### src/rtl/matrix_scan_bcm.sv
// matrix_scan_bcm: HUB75-style panel scanner with binary-code-modulated
// on-times. The next bitplane is shifted in while the current one is shown.
// All outputs are registered and follow the internal state by one cycle.
// Optional feature: define MATRIX_SCAN_GLOBAL_DIM_EN to add the global_dim
// input, which shortens every OE window to (W*global_dim)>>8 ticks.
module matrix_scan_bcm #(
    parameter int COLUMNS         = 64,
    parameter int COL_WIDTH       = 6,
    parameter int ROW_ADDR_WIDTH  = 4,
    parameter int BRIGHTNESS_BITS = 6,
    parameter int BASE_OE_TICKS   = 8,
    parameter int OE_CNT_WIDTH    = 12,
    parameter int BLANK_TICKS     = 2,
    parameter int LATCH_TICKS     = 1
) (
    input  logic                       clk_in,
    input  logic                       reset,
`ifdef MATRIX_SCAN_GLOBAL_DIM_EN
    input  logic [7:0]                 global_dim,
`endif
    output logic [COL_WIDTH-1:0]       column_address,
    output logic [ROW_ADDR_WIDTH-1:0]  row_address,
    output logic [ROW_ADDR_WIDTH-1:0]  row_address_active,
    output logic [BRIGHTNESS_BITS-1:0] brightness_mask,
    output logic                       clk_pixel_load,
    output logic                       clk_pixel,
    output logic                       row_latch,
    output logic                       output_enable,
    output logic                       frame_start
);

    localparam int PLANE_W  = (BRIGHTNESS_BITS > 1) ? $clog2(BRIGHTNESS_BITS) : 1;
    localparam int TICK_MAX = (BLANK_TICKS > LATCH_TICKS) ? BLANK_TICKS : LATCH_TICKS;
    localparam int TICK_W   = (TICK_MAX > 1) ? $clog2(TICK_MAX) : 1;

    localparam logic [COL_WIDTH-1:0] COL_LAST    = COL_WIDTH'(COLUMNS - 1);
    localparam logic [PLANE_W-1:0]   PLANE_LAST  = PLANE_W'(BRIGHTNESS_BITS - 1);
    localparam logic [TICK_W-1:0]    BLANK_LAST  = TICK_W'(BLANK_TICKS - 1);
    localparam logic [TICK_W-1:0]    LATCH_LAST  = TICK_W'(LATCH_TICKS - 1);

    typedef enum logic [2:0] {
        ST_SHIFT      = 3'd0,
        ST_WAIT_OE    = 3'd1,
        ST_BLANK_PRE  = 3'd2,
        ST_LATCH      = 3'd3,
        ST_BLANK_POST = 3'd4
    } state_t;

    state_t                      state_q, state_d;
    logic [1:0]                  phase_q, phase_d;
    logic [COL_WIDTH-1:0]        col_q, col_d;
    logic [TICK_W-1:0]           tick_q, tick_d;
    logic [OE_CNT_WIDTH-1:0]     oe_cnt_q, oe_cnt_d;
    logic [PLANE_W-1:0]          shift_plane_q, shift_plane_d;
    logic [PLANE_W-1:0]          disp_plane_q, disp_plane_d;
    logic [ROW_ADDR_WIDTH-1:0]   row_q, row_d;
    logic [ROW_ADDR_WIDTH-1:0]   row_active_q, row_active_d;
    logic [COL_WIDTH-1:0]        column_address_q, column_address_d;
    logic [BRIGHTNESS_BITS-1:0]  brightness_mask_q, brightness_mask_d;
    logic                        clk_pixel_load_q, clk_pixel_load_d;
    logic                        clk_pixel_q, clk_pixel_d;
    logic                        row_latch_q, row_latch_d;
    logic                        output_enable_q, output_enable_d;
    logic                        frame_start_q, frame_start_d;
    logic [OE_CNT_WIDTH-1:0]     win_s;

    // Window length for the plane that was just latched onto the panel.
    assign win_s = OE_CNT_WIDTH'(BASE_OE_TICKS) << disp_plane_q;

`ifdef MATRIX_SCAN_GLOBAL_DIM_EN
    logic [OE_CNT_WIDTH+7:0]     dim_prod_s;
    logic [OE_CNT_WIDTH-1:0]     dim_on_s;
    logic [OE_CNT_WIDTH-1:0]     oe_off_q, oe_off_d;

    // OE stays on while the counter is above oe_off, i.e. the first
    // (W*global_dim)>>8 ticks of the window; the threshold is fixed at load.
    assign dim_prod_s = {8'd0, win_s} * {{OE_CNT_WIDTH{1'b0}}, global_dim};
    assign dim_on_s   = OE_CNT_WIDTH'(dim_prod_s >> 8);

    // Dimming threshold register, captured together with the window load.
    always_ff @(posedge clk_in or posedge reset) begin
        if (reset) begin
            oe_off_q <= '0;
        end else begin
            oe_off_q <= oe_off_d;
        end
    end
`endif

    // Sequencer, counters and registered panel/fetch outputs.
    always_ff @(posedge clk_in or posedge reset) begin
        if (reset) begin
            state_q           <= ST_SHIFT;
            phase_q           <= 2'd0;
            col_q             <= '0;
            tick_q            <= '0;
            oe_cnt_q          <= '0;
            shift_plane_q     <= '0;
            disp_plane_q      <= '0;
            row_q             <= '0;
            row_active_q      <= '0;
            column_address_q  <= '0;
            brightness_mask_q <= BRIGHTNESS_BITS'(1);
            clk_pixel_load_q  <= 1'b0;
            clk_pixel_q       <= 1'b0;
            row_latch_q       <= 1'b0;
            output_enable_q   <= 1'b0;
            frame_start_q     <= 1'b0;
        end else begin
            state_q           <= state_d;
            phase_q           <= phase_d;
            col_q             <= col_d;
            tick_q            <= tick_d;
            oe_cnt_q          <= oe_cnt_d;
            shift_plane_q     <= shift_plane_d;
            disp_plane_q      <= disp_plane_d;
            row_q             <= row_d;
            row_active_q      <= row_active_d;
            column_address_q  <= column_address_d;
            brightness_mask_q <= brightness_mask_d;
            clk_pixel_load_q  <= clk_pixel_load_d;
            clk_pixel_q       <= clk_pixel_d;
            row_latch_q       <= row_latch_d;
            output_enable_q   <= output_enable_d;
            frame_start_q     <= frame_start_d;
        end
    end

    // Next-state logic: shift/wait/blank/latch sequencing and OE window counter.
    always_comb begin
        state_d          = state_q;
        phase_d          = phase_q;
        col_d            = col_q;
        tick_d           = tick_q;
        oe_cnt_d         = (oe_cnt_q != '0) ? (oe_cnt_q - OE_CNT_WIDTH'(1)) : '0;
        shift_plane_d    = shift_plane_q;
        disp_plane_d     = disp_plane_q;
        row_d            = row_q;
        row_active_d     = row_active_q;
        column_address_d = column_address_q;
        frame_start_d    = 1'b0;
`ifdef MATRIX_SCAN_GLOBAL_DIM_EN
        oe_off_d         = oe_off_q;
`endif

        case (state_q)
            ST_SHIFT: begin
                phase_d = phase_q + 2'd1;
                if (phase_q == 2'd0) begin
                    column_address_d = col_q;
                end else begin
                    column_address_d = column_address_q;
                end
                if (phase_q == 2'd3) begin
                    if (col_q == COL_LAST) begin
                        col_d   = '0;
                        state_d = ST_WAIT_OE;
                    end else begin
                        col_d = col_q + COL_WIDTH'(1);
                    end
                end else begin
                    col_d = col_q;
                end
            end
            ST_WAIT_OE: begin
                // Leave one cycle early so the counter hits zero exactly as
                // blanking starts; an already-empty window exits at once.
                if (oe_cnt_q <= OE_CNT_WIDTH'(1)) begin
                    state_d = ST_BLANK_PRE;
                    tick_d  = '0;
                end else begin
                    state_d = ST_WAIT_OE;
                end
            end
            ST_BLANK_PRE: begin
                if (tick_q == BLANK_LAST) begin
                    state_d = ST_LATCH;
                    tick_d  = '0;
                end else begin
                    tick_d = tick_q + TICK_W'(1);
                end
            end
            ST_LATCH: begin
                if (tick_q == LATCH_LAST) begin
                    row_active_d  = row_q;
                    disp_plane_d  = shift_plane_q;
                    frame_start_d = (row_q == '0) && (shift_plane_q == '0);
                    state_d       = ST_BLANK_POST;
                    tick_d        = '0;
                end else begin
                    tick_d = tick_q + TICK_W'(1);
                end
            end
            ST_BLANK_POST: begin
                if (tick_q == BLANK_LAST) begin
                    oe_cnt_d = win_s;
`ifdef MATRIX_SCAN_GLOBAL_DIM_EN
                    oe_off_d = win_s - dim_on_s;
`endif
                    if (shift_plane_q == PLANE_LAST) begin
                        shift_plane_d = '0;
                        row_d         = row_q + ROW_ADDR_WIDTH'(1);
                    end else begin
                        shift_plane_d = shift_plane_q + PLANE_W'(1);
                    end
                    state_d = ST_SHIFT;
                    phase_d = 2'd0;
                    tick_d  = '0;
                end else begin
                    tick_d = tick_q + TICK_W'(1);
                end
            end
            default: begin
                state_d = ST_SHIFT;
                phase_d = 2'd0;
                col_d   = '0;
                tick_d  = '0;
            end
        endcase

        brightness_mask_d = BRIGHTNESS_BITS'(1) << shift_plane_d;
    end

    // Output decode from the current state; registered next cycle.
    always_comb begin
        clk_pixel_load_d = (state_q == ST_SHIFT) && (phase_q == 2'd0);
        clk_pixel_d      = (state_q == ST_SHIFT) && phase_q[1];
        row_latch_d      = (state_q == ST_LATCH);
`ifdef MATRIX_SCAN_GLOBAL_DIM_EN
        output_enable_d  = (oe_cnt_q > oe_off_q);
`else
        output_enable_d  = (oe_cnt_q != '0);
`endif
    end

    assign column_address     = column_address_q;
    assign row_address        = row_q;
    assign row_address_active = row_active_q;
    assign brightness_mask    = brightness_mask_q;
    assign clk_pixel_load     = clk_pixel_load_q;
    assign clk_pixel          = clk_pixel_q;
    assign row_latch          = row_latch_q;
    assign output_enable      = output_enable_q;
    assign frame_start        = frame_start_q;

endmodule

### config.mk
export PLATFORM = sky130hd
export DESIGN_NAME = matrix_scan_bcm
export DESIGN_NICKNAME = d
export VERILOG_FILES = /design/src/rtl/matrix_scan_bcm.sv
export SDC_FILE = /design/constraint.sdc
export NUM_CORES = 1
export LEC_CHECK = 0
export ABC_CLOCK_PERIOD_IN_PS = 1700
export CORE_MARGIN = 1.5
export CORE_UTILIZATION = 40
export DETAILED_ROUTE_END_ITERATION = 7
export SYNTH_ARGS = -nofsm -noshare
export SYNTH_HDL_FRONTEND = slang
export SYNTH_SLANG_ARGS = --single-unit
### constraint.sdc
create_clock -name clk_in -period 1.7 [get_ports clk_in]
set_input_delay 0.425 -clock clk_in [delete_from_list [all_inputs] [get_ports clk_in]]
set_output_delay 0.425 -clock clk_in [all_outputs]
set_load 0.02 [all_outputs]
### After elaboration in Yosys (flattened, before gate mapping)

Index checks and enable logic that the tools add are counted.

* $lt $le $gt $ge: 1
* multiplexer cells: 24
* shift operators: 2
* bitwise gates (word level): 4
* equal/unequal tests: 13
* reductions and logical operators: 18
* add/sub/neg operators: 6

Operator list (number)
* $mux 12: 3
* $mux 3: 8
* $pmux 3 s5: 1
* $le 12x1->1 const B: 1
* $mux 6: 2
* $ne 2x2->1 const B: 6
* $pmux 6 s2: 1
* $reduce_bool 12->1: 1
* $shl 4x3->12 const A: 1
* $sub 12x1->12 const B: 1
* $reduce_and 2->1: 5
* $add 6x1->6 const B: 1
* $eq 3x2->1 const B: 2
* $eq 3x3->1 const B: 2
* $eq 6x6->1 const B: 1
* $logic_not 3->1: 2
* $pmux 2 s3: 1
* $shl 1x3->6 const A: 1
* $mux 1: 5
* $reduce_and 5->1: 1
* $add 4x1->4 const B: 1
* $logic_not 4->1: 1
* $mux 2: 2
* $not 1->1: 4
* 12 further kinds: 14

* input bits: 2
* register bits after elaboration: 55
* logic and storage cells: 84
* output and inout port bits: 25

### Depth between registers and ports, before layout

* depth after elaboration: 5
* depth in mapped cells: 7
* gate-level depth less buffers: 6

### Worst setup path before layout

OpenSTA, ideal clock, no wires.

* path type: flip-flop to flip-flop
* start: register state_q[1]
* end: register column_address_q[0], in the netlist column_address[0]
* required time: 1572 ps
* arrival time: 1490 ps
* cell stages (with the launch flop): 8
* clock period less this slack: 1618 ps
* path buffers: 3
* path slack: 82 ps
* library setup time: 128 ps
* cell sequence: dfrtp_1 > buf_6 > or2_1 > buf_6 > nor2_1 > and2_1 > buf_4 > mux2_1

* word-level cells in the longest chain between the ends: 2

RTL lines
* start, declared: RTL line 49 `state_t state_q, state_d;`
* start signal, assigned: RTL line 110 `state_q <= state_d;`
* $logic_not 3->1: RTL line 146 `case (state_q)`
* $reduce_and 2->1 (no line)
* end signal, assigned: RTL line 119 `column_address_q <= column_address_d;`
* end, declared: RTL line 58 `logic [COL_WIDTH-1:0] column_address_q, column_address_d;`

No other way between the ends.
A chain may end at the register's enable or synchronous reset.

### Worst setup path after layout

* start: register oe_cnt_q[0]
* end: register oe_cnt_q[9]

* word-level cells in the longest chain between the ends: 4
* elaborated cells between the ends (all ways): 5
* classes of those cells: 1 x add/sub; 3 x mux; 1 x reduce/logical

RTL lines
* start, declared: RTL line 53 `logic [OE_CNT_WIDTH-1:0] oe_cnt_q, oe_cnt_d;`
* start signal, assigned: RTL line 114 `oe_cnt_q <= oe_cnt_d;`
* $sub 12x1->12 / $reduce_bool 12->1 (equally long branches): RTL line 135 `oe_cnt_d = (oe_cnt_q != '0) ? (oe_cnt_q - OE_CNT_WIDTH'(1)) : '0;`
* $mux 12 (*): RTL line 135
* $mux 12: RTL line 195 `if (tick_q == BLANK_LAST) begin`
* $mux 12 (*): RTL line 146
* net oe_cnt_d[9]: RTL line 53

Mark *: on every way through the listed nets, which the timed path passes. The rest lies on a longest branch.

==> impl_metrics.toml <==
[worst_setup_path]
start_kind = "register"
rr_startpoint = "oe_cnt_q[0]$_DFF_PP0_"
critPathMaxStageDelay_ps = 590
critPathSlowestCell = "or4_4"
crit_family = "simple AND/OR/NAND/NOR gates"
path_cells = "or4_4 -> nor3b_2 -> xnor2_1 -> o22ai_1"
critPathBufInv = 0
r2r_setup_slack_ps = 70
cp.required_ps = 1900
critPathKind = "register to register"
reg2reg_depth = 4
path_max_fanout = 5
critPathCaptureType = "register"
arrival_ps = 1830
r2r_end = "oe_cnt_q[9]$_DFF_PP0_"

[hold_path]
min_from = "column_address[1]$_DFFE_PP0P_"
hold_path_class = "register to register"
holdPathStages = 1
hold_end = "column_address[1]$_DFFE_PP0P_"

[grt]
grt_antenna_before_repair = 0
grt_pass1_wl_um = 8660
overflow = 0
gr-usage-all-layers_pct = 15.5
grt_pass1_vias = 1782
grt_max_degree = 56

[power_and_ir_drop]
p_int_mw = 1.61
power_density_nw_per_um2 = 660
switching_share_pct = 23.2
clkPwrFrac_pct = 36.2
switching_power_mw = 0.487
vdd_drop_max_mv = 0.412
power_frac_seq_pct = 62.2
p_comb_share_pct = 1.6
total_leakage_power_nw = 1.66

[logic_synthesis]
ys.flop_type = "dfrtp_1"
yosysTopAreaCell = "dfrtp_1"
syn_area_um2 = 2580
async_flop_share_pct = 100
yosysTopAreaCellShare_pct = 52.4
syn_area_per_cell_um2 = 11.6
yosys-top-cells-count = "dfrtp_1, nor2_1, nand2_1"
synth.distinct_cells = 53
ys_seq_area_share_pct = 53.4
synth_seq_cells = 55
ys_top_cells_by_area = "dfrtp_1, ha_1, xnor2_1"
synth_edf_count = 0
yosysMostFrequentCell = "dfrtp_1"
synthCells = 223
syn_nets = 232
yosysWarnings = 0

[place]
numPortBuffers = 26
hpwl_um = 3490
place_congestion = 0.822
place_inst = 342

[sta]
setup_violations = 0
max_freq_mhz = 614
maxSlewViolCount = 0
hold_viol_final = 0
relSlewSlack_pct = 76.2
period_share_pct = 95.8
tns_ps = 0
period_needed_ps = 1630
fin_skew_ps = 6.86
worst_slew_pin_slew_ps = 353
rsz0062_at_grt = "false"

[cells_and_area]
area_delta_synth_final_pct = 23.4
fin_cells = 350
n_antenna_cell = 0
drive_gt1_share_pct = 20.9
nNetsFinal = 281

[clock_network]
cts_tree = "built"
clkSinkCount = 55
cts_root_buf = "clkbuf_8"
h-tree-depth = 2
clockBufferDepth = 2
insertion_delay_ps = 320
cts_inserted_buffers = 5
hold_buffers = 0
path_clk_slew_ps = 110

[detailed_routing]
wirelength_um = 4910
routedWlPerCell_um = 14.0
firstDrtPassIters = 4
viasPerCell = 5.17
num_vias = 1808
first_iter_violations = 34
drc = 0
ant_nets = 0

[die]
die_w_um = 83.3
fp.dieH_um = 83.3
dieArea_um2 = 6940
core_area_um2 = 6280
row_count = 29
initial_core_util_pct = 41.1
ios = 27

[flow_run]
maxCapViolations = 0

[outcome]
run_status = "complete, no violations"
-- flip-flops by register name (all words and copies together) (netlist names) --
| register | count |
|---|---|
| state_q | 3 |
| output_enable | 1 |
| column_address | 6 |
| tick_q | 1 |
| clk_pixel | 1 |
| disp_plane_q | 3 |
| frame_start | 1 |
| phase_q | 2 |
| row_latch | 1 |
| oe_cnt_q | 12 |
| clk_pixel_load | 1 |
| brightness_mask | 6 |
| row_address | 4 |
| col_q | 6 |
| shift_plane_q | 3 |
| row_address_active | 4 |
-- per-layer routing --
metal  global-route usage (%)  vias up  share of wire (%)
met1                     21.3      890                 49
met3                     3.38        6                2.9
li1                         -      886                  -
met4                     5.30        0                1.4
met2                     24.2       26                 47
met5                        0        -                  0
-- worst max path at each step --
stage | from | end | depth (start not counted)
finish | oe_cnt_q[0]$_DFF_PP0_ | oe_cnt_q[9]$_DFF_PP0_ | 4
global route | state_q[2]$_DFFE_PP0P_ | brightness_mask[0]$_DFF_PP1_ | 4
CTS | brightness_mask[4]$_DFF_PP0_ | brightness_mask[4] | 1
detailed placement | oe_cnt_q[0]$_DFF_PP0_ | state_q[0]$_DFFE_PP0P_ | 6
global placement | state_q[1]$_DFFE_PP0P_ | column_address[2]$_DFFE_PP0P_ | 4
floorplan | state_q[1]$_DFFE_PP0P_ | column_address[0]$_DFFE_PP0P_ | 7
-- repair_timing --
item / CTS / global route
buffers inserted: 0 / 0
resized for setup: 19 / 8
setup endpoints to repair: 19 / 10
-- cells in the final DEF (no fill, tap or decap), types with 3 or more instances in the layout --
master / instances
nor3_1: 8
ha_1: 7
nand3_1: 5
xor2_1: 5
o21ai_0: 8
nand2_1: 15
xnor2_1: 10
inv_1: 11
a21oi_1: 7
nor2_1: 16
o22ai_1: 7
mux2_1: 6
dfrtp_1: 54
clkbuf_8: 5
dlygate4sd2_1: 19
nand2b_1: 4
dlymetal6s2s_1: 6
mux2_2: 7
nand4_1: 3
buf_4: 21
-- metrics by stage --
step                area, µm²  util, %  hold slack, ps  setup WS (ps)  total power [mW]
finish                   3180     50.7             490           72.0              2.10
global route             3180     50.7             513           7.39              2.20
CTS                      3160     50.3             498           2.78              2.15
detailed placement       3090     49.3             477           32.9              1.37
global placement         3090     49.3             468            116              1.37
floorplan                2580        -             475           82.2              1.35
-- logic make-up after synthesis --
group	Yosys count	share of synthesized area, %
simple gates	76	18.2
flops	55	53.4
compound gates	36	9.55
buf+inv	19	3.59
xor+xnor	15	5.09
mux	15	6.79
fa+ha+maj	7	3.39
-- worst register-to-register path, cell delays in order (launching register included) --
cell	delay [ps]
dfrtp_1	430
or4_4	590
nor3b_2	250
xnor2_1	150
o22ai_1	100
-- final cells by class --
class | instances | area [µm²]
fillers | 582 | 3090
flip-flops and latches | 55 | 1380
multi-input cells | 149 | 1120
repair buffers | 49 | 449
well taps | 77 | 96.3
clock buffers | 5 | 68.8
inverters | 12 | 48.8
clock inverters | 3 | 23.8
-- power by group through the flow --
stage	Sequential, mW	Combinational (mW)	Clock [mW]
floorplan	1.33	0.0195	0
global placement	1.33	0.0365	0
detailed placement	1.33	0.0363	0
CTS	1.31	0.0364	0.802
global route	1.31	0.0405	0.852
finish	1.31	0.0332	0.760
Power figures use the tool's default switching activity.
